[config.mk]
export PLATFORM = sky130hd
export DESIGN_NAME = serial_adder
export DESIGN_NICKNAME = d
export VERILOG_FILES = /design/src/rtl/serial_adder_pkg.sv /design/src/rtl/half_adder.sv /design/src/rtl/serial_adder_full_adder.sv /design/src/rtl/serial_adder.sv
export SDC_FILE = /design/constraint.sdc
export NUM_CORES = 1
export LEC_CHECK = 0
export ABC_CLOCK_PERIOD_IN_PS = 2900
export CAP_MARGIN = 40
export CORE_MARGIN = 1.5
export CORE_UTILIZATION = 45
export CTS_BUF_LIST = sky130_fd_sc_hd__clkbuf_8
export DETAILED_ROUTE_END_ITERATION = 10
export DONT_BUFFER_PORTS = 1
export PLACE_DENSITY = 0.72
export SYNTH_ARGS = -nofsm -noshare
export SYNTH_HDL_FRONTEND = slang
export SYNTH_SLANG_ARGS = --single-unit
[constraint.sdc]
create_clock -name clk -period 2.9 [get_ports clk]
set_input_delay 0.58 -clock clk [delete_from_list [all_inputs] [get_ports clk]]
set_output_delay 0.58 -clock clk [all_outputs]
set_load 0.005 [all_outputs]
[src/rtl/serial_adder_pkg.sv]
// Shared definitions for the bit-serial adder slice.
// Contents:
//   ST_W / ST_IDLE / ST_SHIFT / ST_DONE : FSM state width and encodings.
//     The unused code ST_DONE+1 is treated as illegal and recovers to IDLE.
//   DEFAULT_WIDTH                       : default operand width.
package serial_adder_pkg;

  localparam int ST_W = 2;

  localparam logic [ST_W-1:0] ST_IDLE  = 2'd0;
  localparam logic [ST_W-1:0] ST_SHIFT = 2'd1;
  localparam logic [ST_W-1:0] ST_DONE  = 2'd2;

  localparam int DEFAULT_WIDTH = 8;

endpackage : serial_adder_pkg

[src/rtl/half_adder.sv]
// Half adder cell. It is the building block reused by the serial adder's
// full-adder cell.
// Ports:
//   a, b : input bits
//   s    : sum bit   (a ^ b)
//   c    : carry bit (a & b)
module half_adder (
  input  logic a,
  input  logic b,
  output logic s,
  output logic c
);

  assign s = a ^ b;
  assign c = a & b;

endmodule : half_adder

[src/rtl/serial_adder_full_adder.sv]
// Full-adder cell for the serial adder. It is built from two half adders
// and an OR gate. The two half-adder carries can never both be 1, so an
// OR is enough to merge them.
// Ports:
//   a, b : operand bits
//   cin  : carry in
//   s    : sum bit
//   c    : carry out (majority of a, b, cin)
module serial_adder_full_adder (
  input  logic a,
  input  logic b,
  input  logic cin,
  output logic s,
  output logic c
);

  logic s0;
  logic c0;
  logic c1;

  half_adder u_ha0 (
    .a (a),
    .b (b),
    .s (s0),
    .c (c0)
  );

  half_adder u_ha1 (
    .a (s0),
    .b (cin),
    .s (s),
    .c (c1)
  );

  assign c = c0 | c1;

endmodule : serial_adder_full_adder

[src/rtl/serial_adder.sv]
// Bit-serial WIDTH-bit adder.
// The block accepts a, b and cin over a valid/ready handshake. It adds the
// operands LSB-first, one bit per clock, through a single full-adder cell
// with a registered carry. It then holds sum/cout on an output handshake
// until the consumer accepts them.
// Ports:
//   clk       : rising-edge clock
//   rst_n     : asynchronous active-low reset (released synchronously upstream)
//   in_valid  : a/b/cin valid
//   in_ready  : high only in IDLE
//   a, b      : WIDTH-bit addends
//   cin       : carry in
//   out_valid : high only in DONE
//   out_ready : consumer accepts result
//   sum       : (a + b + cin) mod 2^WIDTH; holds its value until the next completion
//   cout      : carry out of bit WIDTH-1
module serial_adder
  import serial_adder_pkg::*;
#(
  parameter int WIDTH = DEFAULT_WIDTH
) (
  input  logic             clk,
  input  logic             rst_n,
  input  logic             in_valid,
  output logic             in_ready,
  input  logic [WIDTH-1:0] a,
  input  logic [WIDTH-1:0] b,
  input  logic             cin,
  output logic             out_valid,
  input  logic             out_ready,
  output logic [WIDTH-1:0] sum,
  output logic             cout
);

  localparam int CW = $clog2(WIDTH) + 1;
  localparam logic [CW-1:0] LAST = CW'(WIDTH - 1);

  logic [ST_W-1:0]  state_reg;
  logic [CW-1:0]    count_reg;
  logic [WIDTH-1:0] a_sh_reg;
  logic [WIDTH-1:0] b_sh_reg;
  logic [WIDTH-1:0] sum_sh_reg;
  logic             carry_reg;
  logic [WIDTH-1:0] sum_reg;
  logic             cout_reg;

  logic             bit_s;
  logic             bit_c;
  logic [WIDTH-1:0] sum_sh_next;

  serial_adder_full_adder u_fa (
    .a   (a_sh_reg[0]),
    .b   (b_sh_reg[0]),
    .cin (carry_reg),
    .s   (bit_s),
    .c   (bit_c)
  );

  // New sum bits enter at the MSB. After WIDTH shifts, the first bit that
  // entered (the LSB of the result) has reached bit 0.
  generate
    if (WIDTH == 1) begin : g_sum_w1
      assign sum_sh_next = bit_s;
    end else begin : g_sum_wn
      assign sum_sh_next = {bit_s, sum_sh_reg[WIDTH-1:1]};
    end
  endgenerate

  always_ff @(posedge clk or negedge rst_n) begin
    if (!rst_n) begin
      state_reg  <= ST_IDLE;
      count_reg  <= '0;
      a_sh_reg   <= '0;
      b_sh_reg   <= '0;
      sum_sh_reg <= '0;
      carry_reg  <= 1'b0;
      sum_reg    <= '0;
      cout_reg   <= 1'b0;
    end else begin
      case (state_reg)
        ST_IDLE: begin
          if (in_valid) begin
            a_sh_reg   <= a;
            b_sh_reg   <= b;
            carry_reg  <= cin;
            sum_sh_reg <= '0;
            count_reg  <= '0;
            state_reg  <= ST_SHIFT;
          end
        end
        ST_SHIFT: begin
          a_sh_reg   <= a_sh_reg >> 1;
          b_sh_reg   <= b_sh_reg >> 1;
          sum_sh_reg <= sum_sh_next;
          carry_reg  <= bit_c;
          count_reg  <= count_reg + CW'(1);
          if (count_reg == LAST) begin
            sum_reg   <= sum_sh_next;
            cout_reg  <= bit_c;
            state_reg <= ST_DONE;
          end
        end
        ST_DONE: begin
          if (out_ready) begin
            state_reg <= ST_IDLE;
          end
        end
        default: begin
          // The unused encoding recovers to IDLE.
          state_reg <= ST_IDLE;
        end
      endcase
    end
  end

  // Handshake flags come only from registered state, so there is no
  // combinational path from any input to any output.
  assign in_ready  = (state_reg == ST_IDLE);
  assign out_valid = (state_reg == ST_DONE);
  assign sum       = sum_reg;
  assign cout      = cout_reg;

endmodule : serial_adder

# --- Word level (Yosys, flattened, before mapping) ---
# Cells that the tools add are included.
op_classes:
  addsub: 1
  n_eq_ne: 6
  mux: 14
  n_bitwise: 5
  reduce_logical: 5
ops:
  columns: ["op", "count"]
  rows:
  - ["$pmux 8 s2", 3]
  - ["$mux 8", 3]
  - ["$pmux 4 s2", 1]
  - ["$mux 2", 3]
  - ["$pmux 2 s3", 1]
  - ["$add 4x1->4 const B", 1]
  - ["$eq 4x3->1 const B", 1]
  - ["$mux 4", 1]
  - ["$ne 2x2->1 const B", 2]
  - ["$reduce_and 2->1", 2]
  - ["$reduce_and 3->1", 1]
  - ["$and 1x1->1", 2]
  - ["$eq 2x1->1 const B", 1]
  - ["$eq 2x2->1 const B", 1]
  - ["$logic_not 2->1", 1]
  - ["$ne 2x1->1 const B", 1]
  - ["$pmux 1 s2", 1]
  - ["$reduce_bool 2->1", 1]
  - ["$xor 1x1->1", 2]
  - ["$mux 1", 1]
  - ["$or 1x1->1", 1]
totals:
  register_bits: 40
  input_bits: 21
  output_inout_bits: 11
  word_cells: 39

# --- Longest topological paths before layout ---
# Gate-level depths: netlist of run 1.
logic_depth:
  word_depth: 4
  mapped_depth: 5
  depth_no_buf: 4

# --- Modules after synthesis ---
# A second synthesis of run 1 with hierarchy kept.
hier_totals:
  cells_unflattened: 158
  area_unflattened_um2: 1766.7
by_module_without_submodules:
  columns: ["module", "n_inst", "cells_per_inst", "area_each_um2", "seq_area_each_um2"]
  rows:
  - ["serial_adder", 1, 155, 1735.4, 975.9]
  - ["half_adder", 2, 1, 12.5, 0.0]
  - ["serial_adder_full_adder", 1, 1, 6.3, 0.0]

# --- Least setup slack after synthesis of run 1 ---
# OpenSTA, ideal clock, no wires.
synth_path:
  kind: "register to output"
  startpoint: "reg state_reg[1]"
  endpoint: "out in_ready"
  arrival_ns: 0.906
  t_required_ns: 2.320
  path_slack_ns: 1.414
  stages_incl_launch_ff: 4
  path_buffers: 2
  path_cell_list: "dfrtp_1 -> buf_2 -> buf_1 -> nor2_1"
synth_via:
  elab_chain_cells: 1
synth_rtl:
  columns: ["element", "line_no", "text"]
  rows:
  - ["start, declared", "serial_adder.sv:38", "logic [ST_W-1:0] state_reg;"]
  - ["start signal, assigned", "serial_adder.sv:71", "state_reg <= ST_IDLE;"]
  - ["start signal, assigned", "serial_adder.sv:88", "state_reg <= ST_SHIFT;"]
  - ["start signal, assigned", "serial_adder.sv:100", "state_reg <= ST_DONE;"]
  - ["$logic_not 2->1", "serial_adder.sv:118", "assign in_ready = (state_reg == ST_IDLE);"]
  - ["end, declared", "serial_adder.sv:25", "output logic in_ready,"]
# Every way passes these cells.

# --- Final worst setup path of run 1 ---
layout_path:
  startpoint: "reg state_reg[0]"
  endpoint: "reg b_sh_reg[5]"
layout_via:
  elab_chain_cells: 3
  word_cells_on_any_way: 6
  cone_classes: "eq/ne (2); mux (1); reduce/logical (3)"
layout_rtl:
  columns: ["element", "line_no", "text"]
  rows:
  - ["$eq 2x1->1 or $logic_not 2->1 (tied branches)", "serial_adder.sv:80", "case (state_reg)"]
  - ["$reduce_bool 2->1 (no line) or $ne 2x2->1 (tied branches)", null, null]
  - ["$reduce_and 2->1 (no line)", null, null]
  - ["end signal, assigned", "serial_adder.sv:93", "b_sh_reg <= b_sh_reg >> 1;"]
  - ["end, declared", "serial_adder.sv:41", "logic [WIDTH-1:0] b_sh_reg;"]
# Parallel ways exist; a longest one is shown, timed or not.
# A chain may end at the register's enable or synchronous reset.

==> flow_summary.json, run 1 <==
{
  "insertion_delay_ns": 0.29,
  "fin_setup_tns_ns": 0,
  "p_int_mw": 1.39,
  "reg2reg_depth": 4,
  "cts.sinks": 39,
  "die_h_um": 65.6,
  "track_usage": 0.179,
  "cts.hold.buffers_added": 1,
  "maxSlewViolCount": 0,
  "clkTransAtPathRegs_ns": 0.07,
  "ys_ff_latch": 39,
  "p_seq_frac": 0.466,
  "r2r_start": "state_reg[0]",
  "skew_ns": 0.00725,
  "cts_resized": 0,
  "grt_max_degree": 40,
  "cp_max_fo": 25,
  "syn_avg_cell_area_sq_um": 11.2,
  "drtIter0Drc": 79,
  "timing.final.crit_period_ns": 1.96,
  "rsz0062_at_grt": "false",
  "synth-seq-area-share": 0.553,
  "hold_class": "in -> async",
  "grt_pass1_wl_um": 5730,
  "swShare": 0.316,
  "design_power_total_mw": 2.03,
  "viasPerCell": 5.89,
  "io_buffers": 0,
  "ys_types": 26,
  "vdd_drop_max_mv": 0.545,
  "max_freq_mhz": 510,
  "synth_warnings": 0,
  "clock-root-buffer": "clkbuf_8",
  "maxCapViolations": 0,
  "endpoint_kind": "flop",
  "dieArea_sq_mm": 0.00431,
  "die_w_um": 65.6,
  "path_class": "reg -> reg",
  "hpwl_um": 2300,
  "r2r_slack_ns": 0.94,
  "clk_path_buf_depth": 2,
  "powerDensity_mw_per_mm2": 1040,
  "gp_routability_congestion": 0.764,
  "p_leak_nw": 0.851,
  "cp.required_ns": 3.09,
  "grt_pass1_vias": 1267,
  "drive_gt1_frac": 0.151,
  "start_util": 0.475,
  "cp-start-kind": "flop",
  "vias": 1220,
  "drtAntennaViolNets": 0,
  "hold_violations": 0,
  "first_pass_iters": 4,
  "synth.net_count": 180,
  "syn_area_sq_mm": 0.00176,
  "antenna_found_initial": 0,
  "relSlewSlack": 0.439,
  "rows": 22,
  "startpoint": "state_reg[0]",
  "cts_tree": "yes",
  "pin_count": 32,
  "post-route-drc-count": 0,
  "grt_overflow": 0,
  "area_growth_pct": 10.7,
  "p_clk_frac": 0.256,
  "combPwrFrac": 0.278,
  "finish.net_count": 181,
  "h-tree-depth": 2,
  "netlist_instances": 157,
  "wl_um": 3410,
  "critPathCapture": "b_sh_reg[5]",
  "min_period_over_period": 0.676,
  "setup_viol": 0,
  "post-cts-setup-buffer-count": 0,
  "core_sq_mm": 0.00372,
  "tightest_slew_ns": 0.839,
  "routedWlPerCell_um": 16.5,
  "cts-buffers-inserted": 5,
  "r2r-end": "b_sh_reg[5]",
  "p_switching_mw": 0.643,
  "outcome": "complete, no violations",
  "critical_path_arrival_ns": 2.15,
  "diodes": 0
}
## power groups by stage
stage,clock [mW],combinational (mW),sequential (mW)
floorplan,0,0.479,0.893
global placement,0,0.530,0.946
detailed placement,0,0.557,0.953
CTS,0.533,0.574,0.946
global route,0.558,0.638,0.978
finish,0.521,0.565,0.947
## logic make-up after synthesis
family,Yosys count,synth area share
DFF,39,0.553
buffers and inverters,11,0.0284
and+or+nand+nor,31,0.108
muxes,10,0.0631
AOI/OAI and AO/OA,64,0.229
adders and majority gates,2,0.0184
## worst min path at each step
stage / end / depth (start not counted) / start / slack, ns
floorplan: a_sh_reg[0] / 0 / rst_n / 0.28
global placement: b_sh_reg[3] / 0 / rst_n / 0.29
detailed placement: b_sh_reg[3] / 0 / rst_n / 0.29
CTS: b_sh_reg[3] / 1 / rst_n / 0.13
global route: state_reg[1] / 1 / rst_n / 0.12
finish: b_sh_reg[3] / 1 / rst_n / 0.12
## synthesized netlist by cell type, drive strengths merged
cell type   n  area share
a22oi      16       0.068
a21o        1      0.0050
o21bai      1      0.0043
nand2       4      0.0085
fa          1       0.011
clkbuf      4      0.0085
ha          1      0.0071
nand3       1      0.0028
buf         6       0.018
nor2b      20       0.071
and2        1      0.0035
a22o        9       0.045
a21oi      18       0.051
nand2b      2      0.0085
o31ai       1      0.0043
dfrtp      39        0.55
nor3        1      0.0092
nor2        2      0.0043
mux2        9       0.057
mux2i       1      0.0057
inv         1      0.0021
o21ai      18       0.051
## layout by cell type (no fill, tap or decap)
| master | netlist | routed |
|---|---|---|
| buf_4 | 1 | 3 |
| nand2b_2 | 1 | 1 |
| nor2b_1 | 20 | 20 |
| nand3_1 | 1 | 1 |
| clkbuf_8 | 0 | 5 |
| fa_1 | 1 | 1 |
| inv_1 | 1 | 2 |
| o21ai_0 | 18 | 18 |
| buf_12 | 0 | 1 |
| a21oi_1 | 18 | 18 |
| mux2i_1 | 1 | 1 |
| ha_1 | 1 | 1 |
| a21o_2 | 1 | 1 |
| o21bai_1 | 1 | 1 |
| bufinv_16 | 0 | 2 |
| mux2_2 | 9 | 9 |
| nor2_1 | 2 | 2 |
| dfrtp_1 | 39 | 39 |
| o31ai_1 | 1 | 1 |
| nand2_1 | 4 | 4 |
| a22oi_1 | 16 | 16 |
| and2_1 | 1 | 1 |
| a22o_1 | 8 | 8 |
| a22o_2 | 1 | 1 |
| nand2b_1 | 1 | 1 |
| nor3_4 | 1 | 1 |
## worst max-delay path: stages, from the launching register on
cell and delay (ns):
dfrtp_1 0.76, nor2b_1 0.60, buf_4 0.31, a22oi_1 0.08, o21ai_0 0.10
## final cells by class
cell class | instances | area [sq um]
Timing Repair Buffer | 4 | 42.5
Inverter | 1 | 3.75
Tap cell | 48 | 60.1
Sequential cell | 39 | 976
Fill cell | 328 | 1760
Clock inverter | 3 | 63.8
Multi-Input combinational cell | 107 | 738
Clock buffer | 5 | 68.8
## metrics by stage
| step | cells | area (sq um) | setup slack [ns] | utilization | hold WS [ns] |
|---|---|---|---|---|---|
| finish | 207 | 1950 | 0.938 | 0.526 | 0.120 |
| global route | 207 | 1950 | 0.739 | 0.526 | 0.122 |
| CTS | 207 | 1950 | 0.912 | 0.526 | 0.126 |
| detailed placement | 198 | 1800 | 0.938 | 0.485 | 0.286 |
| global placement | 197 | 1790 | 1.00 | 0.482 | 0.286 |
| floorplan | 157 | 1760 | 1.41 | - | 0.284 |
## layer usage
metal,global-route usage,up-vias,part of all wire
li1,-,570,-
met3,0.0616,4,0.070
met5,0,-,0
met1,0.213,605,0.43
met2,0.297,41,0.49
met4,0.0703,0,0.011
Power figures use the tool's default switching activity.
==> run 2, diff against run 1 <==
--- a/config.mk
+++ b/config.mk
@@ -5,7 +5,7 @@
 export SDC_FILE = /design/constraint.sdc
 export NUM_CORES = 1
 export LEC_CHECK = 0
-export ABC_CLOCK_PERIOD_IN_PS = 2900
+export ABC_CLOCK_PERIOD_IN_PS = 2000
 export CAP_MARGIN = 40
 export CORE_MARGIN = 1.5
 export CORE_UTILIZATION = 45
==> constraint.sdc (replaced) <==
create_clock -name clk -period 2 [get_ports clk]
set_input_delay 0.4 -clock clk [delete_from_list [all_inputs] [get_ports clk]]
set_output_delay 0.4 -clock clk [all_outputs]
set_load 0.005 [all_outputs]
==> run 2 against run 1 <==
- maximum frequency increased by 15%
- routed wire length increased by 1.8%
- combinational power increased by 58%
- non-clock buffer count increased by 5
- via count increased by 2.0%
- die area unchanged
- flip-flop and latch count unchanged
- clock power decreased by 3%
- final cell count increased by 2.4%
- critical path depth unchanged
- total power increased by 35%
- clock skew about the same
- critical path type unchanged
- largest cell class unchanged
==> flow_summary.json, run 2 (same netlist as run 1, synthesis figures left out) <==
{
  "cp_max_fo": 10,
  "final_cell_mix": "dfrtp_1, nor2b_1, o21ai_0, a21oi_1, a22oi_1",
  "dieArea_sq_mm": 0.00431,
  "area_growth_pct": 10.3,
  "clkTransAtPathRegs_ns": 0.08,
  "cts_resized": 0,
  "cts_tree": "yes",
  "cp.required_ns": 2.17,
  "first_pass_iters": 7,
  "p_leak_nw": 0.850,
  "grt_max_degree": 40,
  "clk_path_buf_depth": 2,
  "die_w_um": 65.6,
  "drive_gt1_frac": 0.171,
  "outcome": "complete, no violations",
  "cp-start-kind": "flop",
  "vdd_drop_max_mv": 0.739,
  "skew_ns": 0.00711,
  "cts.sinks": 39,
  "design_power_total_mw": 2.74,
  "final_common_cell": "dfrtp_1",
  "maxCapViolations": 0,
  "rsz0062_at_grt": "false",
  "min_period_over_period": 0.850,
  "drtAntennaViolNets": 0,
  "grt_pass1_wl_um": 5870,
  "wl_um": 3480,
  "pin_count": 32,
  "clock-root-buffer": "clkbuf_8",
  "grt_overflow": 0,
  "maxSlewViolCount": 0,
  "die_h_um": 65.6,
  "core_sq_mm": 0.00372,
  "fin_setup_tns_ns": 0,
  "path_class": "reg -> reg",
  "post-route-drc-count": 0,
  "postLayoutCoreUtil": 0.524,
  "hold_class": "in -> reg",
  "vias": 1245,
  "rows": 22,
  "start_util": 0.475,
  "hold_violations": 0,
  "finish.net_count": 186,
  "tightest_slew_ns": 0.566,
  "max_freq_mhz": 588,
  "setup_viol": 0,
  "powerDensity_mw_per_mm2": 1410,
  "drtIter0Drc": 48,
  "cts-buffers-inserted": 5,
  "fin_ws_ns": 0.300,
  "dp_slack_ns": 0.295,
  "endpoint_kind": "flop",
  "viasPerCell": 5.87,
  "io_buffers": 0,
  "track_usage": 0.183,
  "relSlewSlack": 0.622,
  "timing.final.crit_period_ns": 1.70,
  "hpwl_um": 2410,
  "insertion_delay_ns": 0.29,
  "critical_path_arrival_ns": 1.87,
  "routedWlPerCell_um": 16.4,
  "h-tree-depth": 2,
  "grt_pass1_vias": 1230,
  "gp_routability_congestion": 0.773,
  "antenna_found_initial": 0,
  "diodes": 0
}
[run 2: changes by cell type in the layout (fill, tap and decap cells not counted), sizes merged]
cell	change
dlygate4sd3	+1
buf	+4
clkinvlp	+1
clkinv	+1
bufinv	-2
[run 2: layer usage]
metal,vias up,global-route usage,part of all wire
met2,44,0.277,0.46
met3,10,0.0514,0.070
met5,-,0,0
met4,0,0.0885,0.027
met1,612,0.243,0.44
li1,579,-,-
[run 2: final timing paths]
path                                    start             to  slack, ns  cells after the start
worst max-delay path             count_reg[0]         sum[6]       0.30                      4
worst min-delay path                out_ready   state_reg[1]       0.29                      2
worst max register to register   count_reg[0]         sum[6]       0.30                      4
worst min register to register  sum_sh_reg[1]  sum_sh_reg[1]       0.52                      1
max in group asynchronous               rst_n    a_sh_reg[3]       1.24                      2
min in group asynchronous               rst_n    b_sh_reg[2]       0.55                      2
[run 2: final cells by class]
class | count | area [sq um]
fill | 337 | 1770
inverter | 1 | 3.75
sequential | 39 | 976
clock buffer | 5 | 68.8
multi-input combinational | 107 | 738
clock inverter | 3 | 16.3
tap | 48 | 60.1
timing repair buffer | 9 | 82.6
[run 2: critical path: stages, from the launching register on]
cell and delay [ns]:
dfrtp_1 0.40, ha_1 0.23, nand2_1 0.12, nor3_4 0.44, mux2_2 0.39
[run 2: where the power goes]
part | switching (mW) | total, mW | internal (mW)
logic | 0.436 | 0.891 | 0.455
registers | 0.257 | 1.35 | 1.09
clock network | 0.268 | 0.506 | 0.238
total | 0.960 | 2.74 | 1.78
[run 2: repair_timing]
action / in CTS / in global routing
endpoints found under the hold margin: 39 / 0
hold buffers: 2 / 0
buffers inserted: 0 / 0
[run 2: through the flow]
| step | std cells | area, sq um | hold slack [ns] |
|---|---|---|---|
| after global placement | 202 | 1830 | 0.106 |
| after detailed placement | 202 | 1830 | 0.105 |
| after CTS | 212 | 1950 | 0.290 |
| final | 212 | 1950 | 0.290 |
| after global routing | 212 | 1950 | 0.284 |
| after floorplan | 157 | 1760 | 0.104 |
